[config.mk]
export PLATFORM = sky130hd
export DESIGN_NAME = dmem_host_loader
export DESIGN_NICKNAME = d
export VERILOG_FILES = /design/src/rtl/dmem_host_loader.sv
export SDC_FILE = /design/constraint.sdc
export NUM_CORES = 1
export LEC_CHECK = 0
export ABC_AREA = 1
export CAP_MARGIN = 25
export CORE_MARGIN = 8
export CORE_UTILIZATION = 50
export CTS_BUF_LIST = sky130_fd_sc_hd__clkbuf_16
export DETAILED_ROUTE_END_ITERATION = 7
export GPL_TIMING_DRIVEN = 0
export PLACE_DENSITY_LB_ADDON = 0.12
export SLEW_MARGIN = 20
export SYNTH_ARGS = -nofsm -noshare
export SYNTH_HDL_FRONTEND = slang
export SYNTH_SLANG_ARGS = --single-unit
[constraint.sdc]
create_clock -name clk -period 2.1 [get_ports clk]
set_input_delay 0.315 -clock clk [delete_from_list [all_inputs] [get_ports clk]]
set_output_delay 0.315 -clock clk [all_outputs]
set_load 0.05 [all_outputs]
[src/rtl/dmem_host_loader.sv]
`default_nettype none
// ============================================================================
// Module      : dmem_host_loader
// Description : Host-side DMem initiator: load bytes, run the core, dump results.
// Revision    : 1.0 - initial release
// ============================================================================
module dmem_host_loader #(
  parameter int ADDR_W      = 8,
  parameter int LOAD_LEN    = 64,
  parameter int DUMP_BASE   = 0,
  parameter int DUMP_LEN    = 64,
  parameter int RUN_TIMEOUT = 4096
) (
  input  logic              clk,
  input  logic              reset,
  input  logic              start,
  input  logic              in_valid,
  input  logic [7:0]        in_data,
  output logic              in_ready,
  output logic              out_valid,
  output logic [7:0]        out_data,
  input  logic              out_ready,
  output logic              core_reset,
  input  logic              core_done,
  output logic              host_owns,
  output logic              dm_wen,
  output logic [ADDR_W-1:0] dm_addr,
  output logic [7:0]        dm_wdat,
  input  logic [7:0]        dm_rdat,
  output logic              busy,
  output logic              timeout
);

  localparam int LD_W  = $clog2(LOAD_LEN + 1);
  localparam int DP_W  = $clog2(DUMP_LEN + 1);
  localparam int RUN_W = $clog2(RUN_TIMEOUT + 1);

  localparam logic [LD_W-1:0]   c_LD_LAST   = LD_W'(LOAD_LEN - 1);
  localparam logic [DP_W-1:0]   c_DP_LAST   = DP_W'(DUMP_LEN);
  localparam logic [RUN_W-1:0]  c_RUN_LAST  = RUN_W'(RUN_TIMEOUT - 1);
  localparam logic [ADDR_W-1:0] c_DUMP_BASE = ADDR_W'(DUMP_BASE);

  typedef enum logic [1:0] {
    S_IDLE = 2'd0,
    S_LOAD = 2'd1,
    S_RUN  = 2'd2,
    S_DUMP = 2'd3
  } state_t;

  state_t            r_state;
  state_t            w_next;
  logic [LD_W-1:0]   r_ld_cnt;
  logic [DP_W-1:0]   r_dp_cnt;
  logic [RUN_W-1:0]  r_run_cnt;
  logic              r_timeout;
  logic              r_out_valid;
  logic [7:0]        r_out_data;

  logic              w_xfer;
  logic              w_done;
  logic              w_expire;
  logic              w_dump_acc;

  // core_done is masked on the first RUN cycle while the core leaves reset
  assign w_xfer     = (r_state == S_LOAD) && in_valid;
  assign w_done     = (r_state == S_RUN) && (r_run_cnt != '0) && core_done;
  assign w_expire   = (r_state == S_RUN) && !w_done && (r_run_cnt == c_RUN_LAST);
  assign w_dump_acc = (r_state == S_DUMP) && r_out_valid && out_ready;

  assign core_reset = (r_state != S_RUN);
  assign host_owns  = (r_state != S_RUN);
  assign busy       = (r_state != S_IDLE);
  assign timeout    = r_timeout;
  assign out_valid  = r_out_valid;
  assign out_data   = r_out_data;

  always_ff @(posedge clk or posedge reset) begin
    if (reset) begin
      r_state <= S_IDLE;
    end else begin
      r_state <= w_next;
    end
  end

  always_comb begin
    w_next   = r_state;
    in_ready = 1'b0;
    dm_wen   = 1'b0;
    dm_addr  = '0;
    dm_wdat  = '0;
    case (r_state)
      S_IDLE: begin
        if (start) w_next = S_LOAD;
      end
      S_LOAD: begin
        in_ready = 1'b1;
        dm_addr  = ADDR_W'(r_ld_cnt);
        if (w_xfer) begin
          dm_wen  = 1'b1;
          dm_wdat = in_data;
          if (r_ld_cnt == c_LD_LAST) w_next = S_RUN;
        end
      end
      S_RUN: begin
        if (w_done || w_expire) w_next = S_DUMP;
      end
      S_DUMP: begin
        dm_addr = c_DUMP_BASE + ADDR_W'(r_dp_cnt);
        if (w_dump_acc && (r_dp_cnt == c_DP_LAST)) w_next = S_IDLE;
      end
      default: w_next = S_IDLE;
    endcase
  end

  always_ff @(posedge clk or posedge reset) begin
    if (reset) begin
      r_ld_cnt    <= '0;
      r_dp_cnt    <= '0;
      r_run_cnt   <= '0;
      r_timeout   <= 1'b0;
      r_out_valid <= 1'b0;
      r_out_data  <= '0;
    end else begin
      case (r_state)
        S_IDLE: begin
          if (start) begin
            r_timeout <= 1'b0;
            r_ld_cnt  <= '0;
            r_run_cnt <= '0;
            r_dp_cnt  <= '0;
          end
        end
        S_LOAD: begin
          if (w_xfer) r_ld_cnt <= r_ld_cnt + 1'b1;
        end
        S_RUN: begin
          r_run_cnt <= r_run_cnt + 1'b1;
          if (w_expire) r_timeout <= 1'b1;
        end
        S_DUMP: begin
          // r_dp_cnt counts bytes already presented on out_data
          if (!r_out_valid) begin
            r_out_data  <= dm_rdat;
            r_out_valid <= 1'b1;
            r_dp_cnt    <= DP_W'(1);
          end else if (out_ready) begin
            if (r_dp_cnt == c_DP_LAST) begin
              r_out_valid <= 1'b0;
            end else begin
              r_out_data <= dm_rdat;
              r_dp_cnt   <= r_dp_cnt + 1'b1;
            end
          end
        end
        default: ;
      endcase
    end
  end

endmodule
`default_nettype wire

### Word-level counts from Yosys, hierarchy flattened

Index checks and enable logic that the tools add are counted.
W data, S select, Z words.

| cells by class | value |
|---|---|
| add/subtract/negate cells | 3 |
| equal/unequal tests | 17 |
| mux-type cells | 30 |
| reductions and logical operators | 22 |

Operators with widths:

| cell | count |
|---|---|
| $pmux W7 S2 | 3 |
| $mux W8 | 5 |
| $mux W7 | 5 |
| $pmux W13 S2 | 1 |
| $add A7 B1 Y7 const B | 2 |
| $add A13 B1 Y13 const B | 1 |
| $eq A13 B12 Y1 const B | 1 |
| $mux W13 | 1 |
| $reduce_bool A13 Y1 | 1 |
| $ne A2 B2 Y1 const B | 6 |
| $mux W2 | 5 |
| $reduce_and A3 Y1 | 3 |
| $logic_and A1 B1 Y1 | 8 |
| $mux W1 | 8 |
| $pmux W2 S4 | 1 |
| $reduce_bool A2 Y1 | 4 |
| $eq A7 B6 Y1 const B | 1 |
| $eq A7 B7 Y1 const B | 1 |
| $ne A2 B1 Y1 const B | 3 |
| $ne A3 B3 Y1 const B | 2 |
| $reduce_and A5 Y1 | 1 |
| $eq A2 B2 Y1 const B | 2 |
| $reduce_and A4 Y1 | 1 |
| $eq A2 B1 Y1 const B | 1 |
| other kinds (5) | 5 |

| storage, ports and cells | value |
|---|---|
| bits in registers | 39 |
| bits of input ports | 22 |

### Logic depth before layout (Yosys ltp)

| logic depth | value |
|---|---|
| depth after elaboration | 9 |
| gate-level depth with buffers | 11 |

### Worst setup path before layout

No wires, ideal clock.

| timing path | value |
|---|---|
| path type | register to output |
| from | register r_state[1] |
| to | output port dm_addr[1] |
| arrival | 2.064 ns |
| required time | 1.785 ns |
| path slack | -0.279 ns |
| stages on the path, launching flop included | 5 |
| path buffers | 0 |
| cell sequence | dfrtp_1 inv_1 ha_1 inv_2 o22ai_1 |

| on the way | value |
|---|---|
| cells in the longest elaborated chain, start to end | 2 |

RTL lines:

| element | RTL line | source |
|---|---|---|
| start: declaration | 50 | `state_t r_state;` |
| start signal: assignment | 81 | `r_state <= w_next;` |
| $eq A2 B2 Y1 / $eq A2 B1 Y1 (equally long branches) | 91 | `case (r_state)` |
| $pmux W7 S2 * | 91 |  |
| end: declaration | 27 | `output logic [ADDR_W-1:0] dm_addr,` |

Mark *: on every way between the ends. The rest lies on a longest branch, timed or not.

### Worst setup path after layout

| timing path | value |
|---|---|
| from | register r_state[0] |
| to | output port dm_addr[6] |

Same word-level chain as after synthesis.

==> reports/summary.txt <==
Post-DP Area: 3100 sq um
GRT overflow: 0
Antenna cell count: 0
Final wirelength: 6160 microns
First drt pass iteration count: 4
Largest net degree at the start of global routing: 33
PortBufs: 51
Met1 wire length: 2670 microns
Register area: 976 sq um
Slew of the pin with the lowest slew margin: 0.511 ns
Die ar.: 7420 sq um
Post-route cell area: 3220 sq um
Slowest cell on crit path: dfrtp_1
Share of post-route cells with drive strength above 1: 0.190
Initial Utilization: 0.521
RSZ-0062 raised after global routing: true
DP HPWL: 4730 microns
H-tree depth: 2
Footprint of the multi-input gates: 1280 sq um
WP buf/inv: 3
Total power: 4.13 mW
GP Congestion: 0.844
Top cell by count, worst path: buf_4
Syn Nets: 370
Most common cell in the netlist: nand2_1
Synth async-reset ratio: 1.00
Place WS: -0.342 ns
# fillers: 408
Core area: 4720 sq um
CP Class: reg2out
Power per cell area: 1280 nW/um^2
Final Max Slew Viols: 0
Worst Hold Class: in2async
WL met3: 239 microns
Met2 routed WL: 3200 microns
Avg Vias per Cell: 5.09
Pint: 2.13 mW
Crit path DAT: 1.71 ns
Area grow syn2layout: 31.0%
Crit path max-delay family: buffers and inverters
CTS root buf: clkbuf_16
Synth cell count leaders: 81 x nand2_1, 46 x inv_1, 41 x nor2_1
Worst EP required: 1.78 ns
Sequential area share after synthesis: 0.397
Antenna viol nets, final: 0
Drt drc: 0
Clock sinks: 39
Global-route wire length before repair: 10500 microns
Critical path capture point type: primary output
CTS tree: yes
Synth area leader: dfrtp_1
Final setup viols: 0
Leak: 1.51 nW
Status: finished, final reports clean
NetSw: 2.00 mW
Reg clk slew, reported paths: 0.06 ns
Post-Route Setup TNS: 0 ns
I/O pins: 53
Post-synth cell types: 35
Top FF cell, synth: dfrtp_1
Max Cap Violations: 0
Vias: 2378
Worst path cell trace: ha_2, clkinvlp_4, buf_4, o22ai_1, buf_4
Post-Syn Area: 2460 sq um
Die Span Y: 86.1 microns
Core Util, Final: 0.682
Critical Path Source Type: register
Synthesized flop and latch total: 39
Fmax: 0.494 GHz
Die Span X: 86.1 microns
Top sig layer: met4
Minimum clock period: 2.02 ns
Row cnt: 25
Initial antenna violation count: 0
Fin. Hold Viols: 0
GRT Total Usage: 0.174
Post-synthesis instance total: 339
Switching share of power: 0.484
Largest cells by area after synthesis: dfrtp_1 40%, nand2_1 12%, inv_1 7.0%
Worst-Skew Late Latency: 0.28 ns
CTS Hold Bufs: 0
Critical path fanouts, max: 7
Num CTS Buffers: 5
Peak supply drop: 0.730 mV
Synth top area share: 0.397
Final #Nets: 430
Clock share of power: 0.206
Sequential share of power: 0.250
Max Root-Sink Buffers: 2
Tcrit/Tclk final: 0.964
DR WL/cell: 13.2 microns
Vias in the first global route: 2312
Max incr delay on CP: 0.40 ns
Post-synth EDFFs: 0
Slack of the critical path: 0.0757 ns
Comb power frac: 0.544
Slew Limit Headroom: 0.658
YS warnings: 0
DRT iter0 DRCs: 67
Final Skew: 0.00725 ns
Avg Cell Area, Syn: 7.26 sq um
## logic make-up after synthesis
| kind of cell | synth area share |
|---|---|
| simple gates | 0.319 |
| buf+inv | 0.0956 |
| compound gates | 0.137 |
| flops | 0.397 |
| fa+ha+maj | 0.0458 |
| xor+xnor | 0.00356 |
| other cells | 0.00152 |
## layer usage
metal	track usage	up-vias
met4	0.0557	0
met1	0.204	1124
met5	0	-
met3	0.0344	5
li1	-	1206
met2	0.309	43
## registers in the layout (all words and copies together) (netlist names)
| signal | flops |
|---|---|
| r_state | 2 |
| out_data | 8 |
| timeout | 1 |
| r_ld_cnt | 7 |
| r_dp_cnt | 7 |
| r_run_cnt | 13 |
| out_valid | 1 |
## layout make-up
| cell class | count | area share |
|---|---|---|
| Inverter | 52 | 0.0617 |
| Multi-Input combinational cell | 242 | 0.396 |
| Clock inverter | 3 | 0.0120 |
| Timing Repair Buffer | 54 | 0.151 |
| Tap cell | 67 | 0.0260 |
| Buffer | 5 | 0.0113 |
| Clock buffer | 5 | 0.0388 |
| Sequential cell | 39 | 0.303 |
## stage by stage
step | hold WS [ns] | instances
finish | 0.255 | 467
global route | 0.280 | 467
CTS | 0.266 | 467
detailed placement | 0.489 | 458
global placement | 0.483 | 457
floorplan | 0.432 | 339
## power by group through the flow
stage	clock, mW	combinational [mW]	sequential [mW]
after floorplan	0	1.37	1.29
after global placement	0	2.25	1.04
after detailed placement	0	2.28	1.04
after CTS	0.860	2.25	1.03
after global routing	0.886	2.44	1.06
final	0.850	2.25	1.03
## worst paths after layout
check	startpoint	end	slack, ns	depth (start not counted)
max in group asynchronous	reset	r_run_cnt[4]	1.42	3
hold / removal	reset	r_run_cnt[7]	0.25	2
hold reg to reg	out_data[0]	out_data[0]	0.50	2
setup / recovery	r_state[0]	dm_addr[6]	0.08	5
setup reg to reg	r_state[0]	r_dp_cnt[2]	0.19	8
min in group clk	out_data[0]	out_data[0]	0.50	2
## layout by cell type (no fill, tap or decap), types with 2 or more instances in the layout
| cell type | count |
|---|---|
| clkdlybuf4s50_1 | 31 |
| dfrtp_1 | 39 |
| inv_1 | 44 |
| nor2_4 | 2 |
| nor2_1 | 33 |
| nor2_2 | 13 |
| clkbuf_16 | 5 |
| inv_2 | 7 |
| a21oi_1 | 12 |
| nand2_2 | 4 |
| o21ai_1 | 4 |
| nand4_1 | 6 |
| nor3_1 | 8 |
| buf_2 | 8 |
| nand3_1 | 21 |
| clkbuf_4 | 9 |
| o21ai_0 | 23 |
| ha_2 | 3 |
| clkdlybuf4s15_2 | 2 |
| o21ai_2 | 6 |
| o22ai_1 | 5 |
| nor4_1 | 2 |
| ha_1 | 6 |
| buf_4 | 5 |
| nand2_1 | 81 |
## what timing repair did
action	4_1_cts	5_1_grt
setup endpoints to repair	20	18
buffers inserted	2	0
gates resized for setup	88	17
No activity file was read; power rests on OpenSTA's default activity.
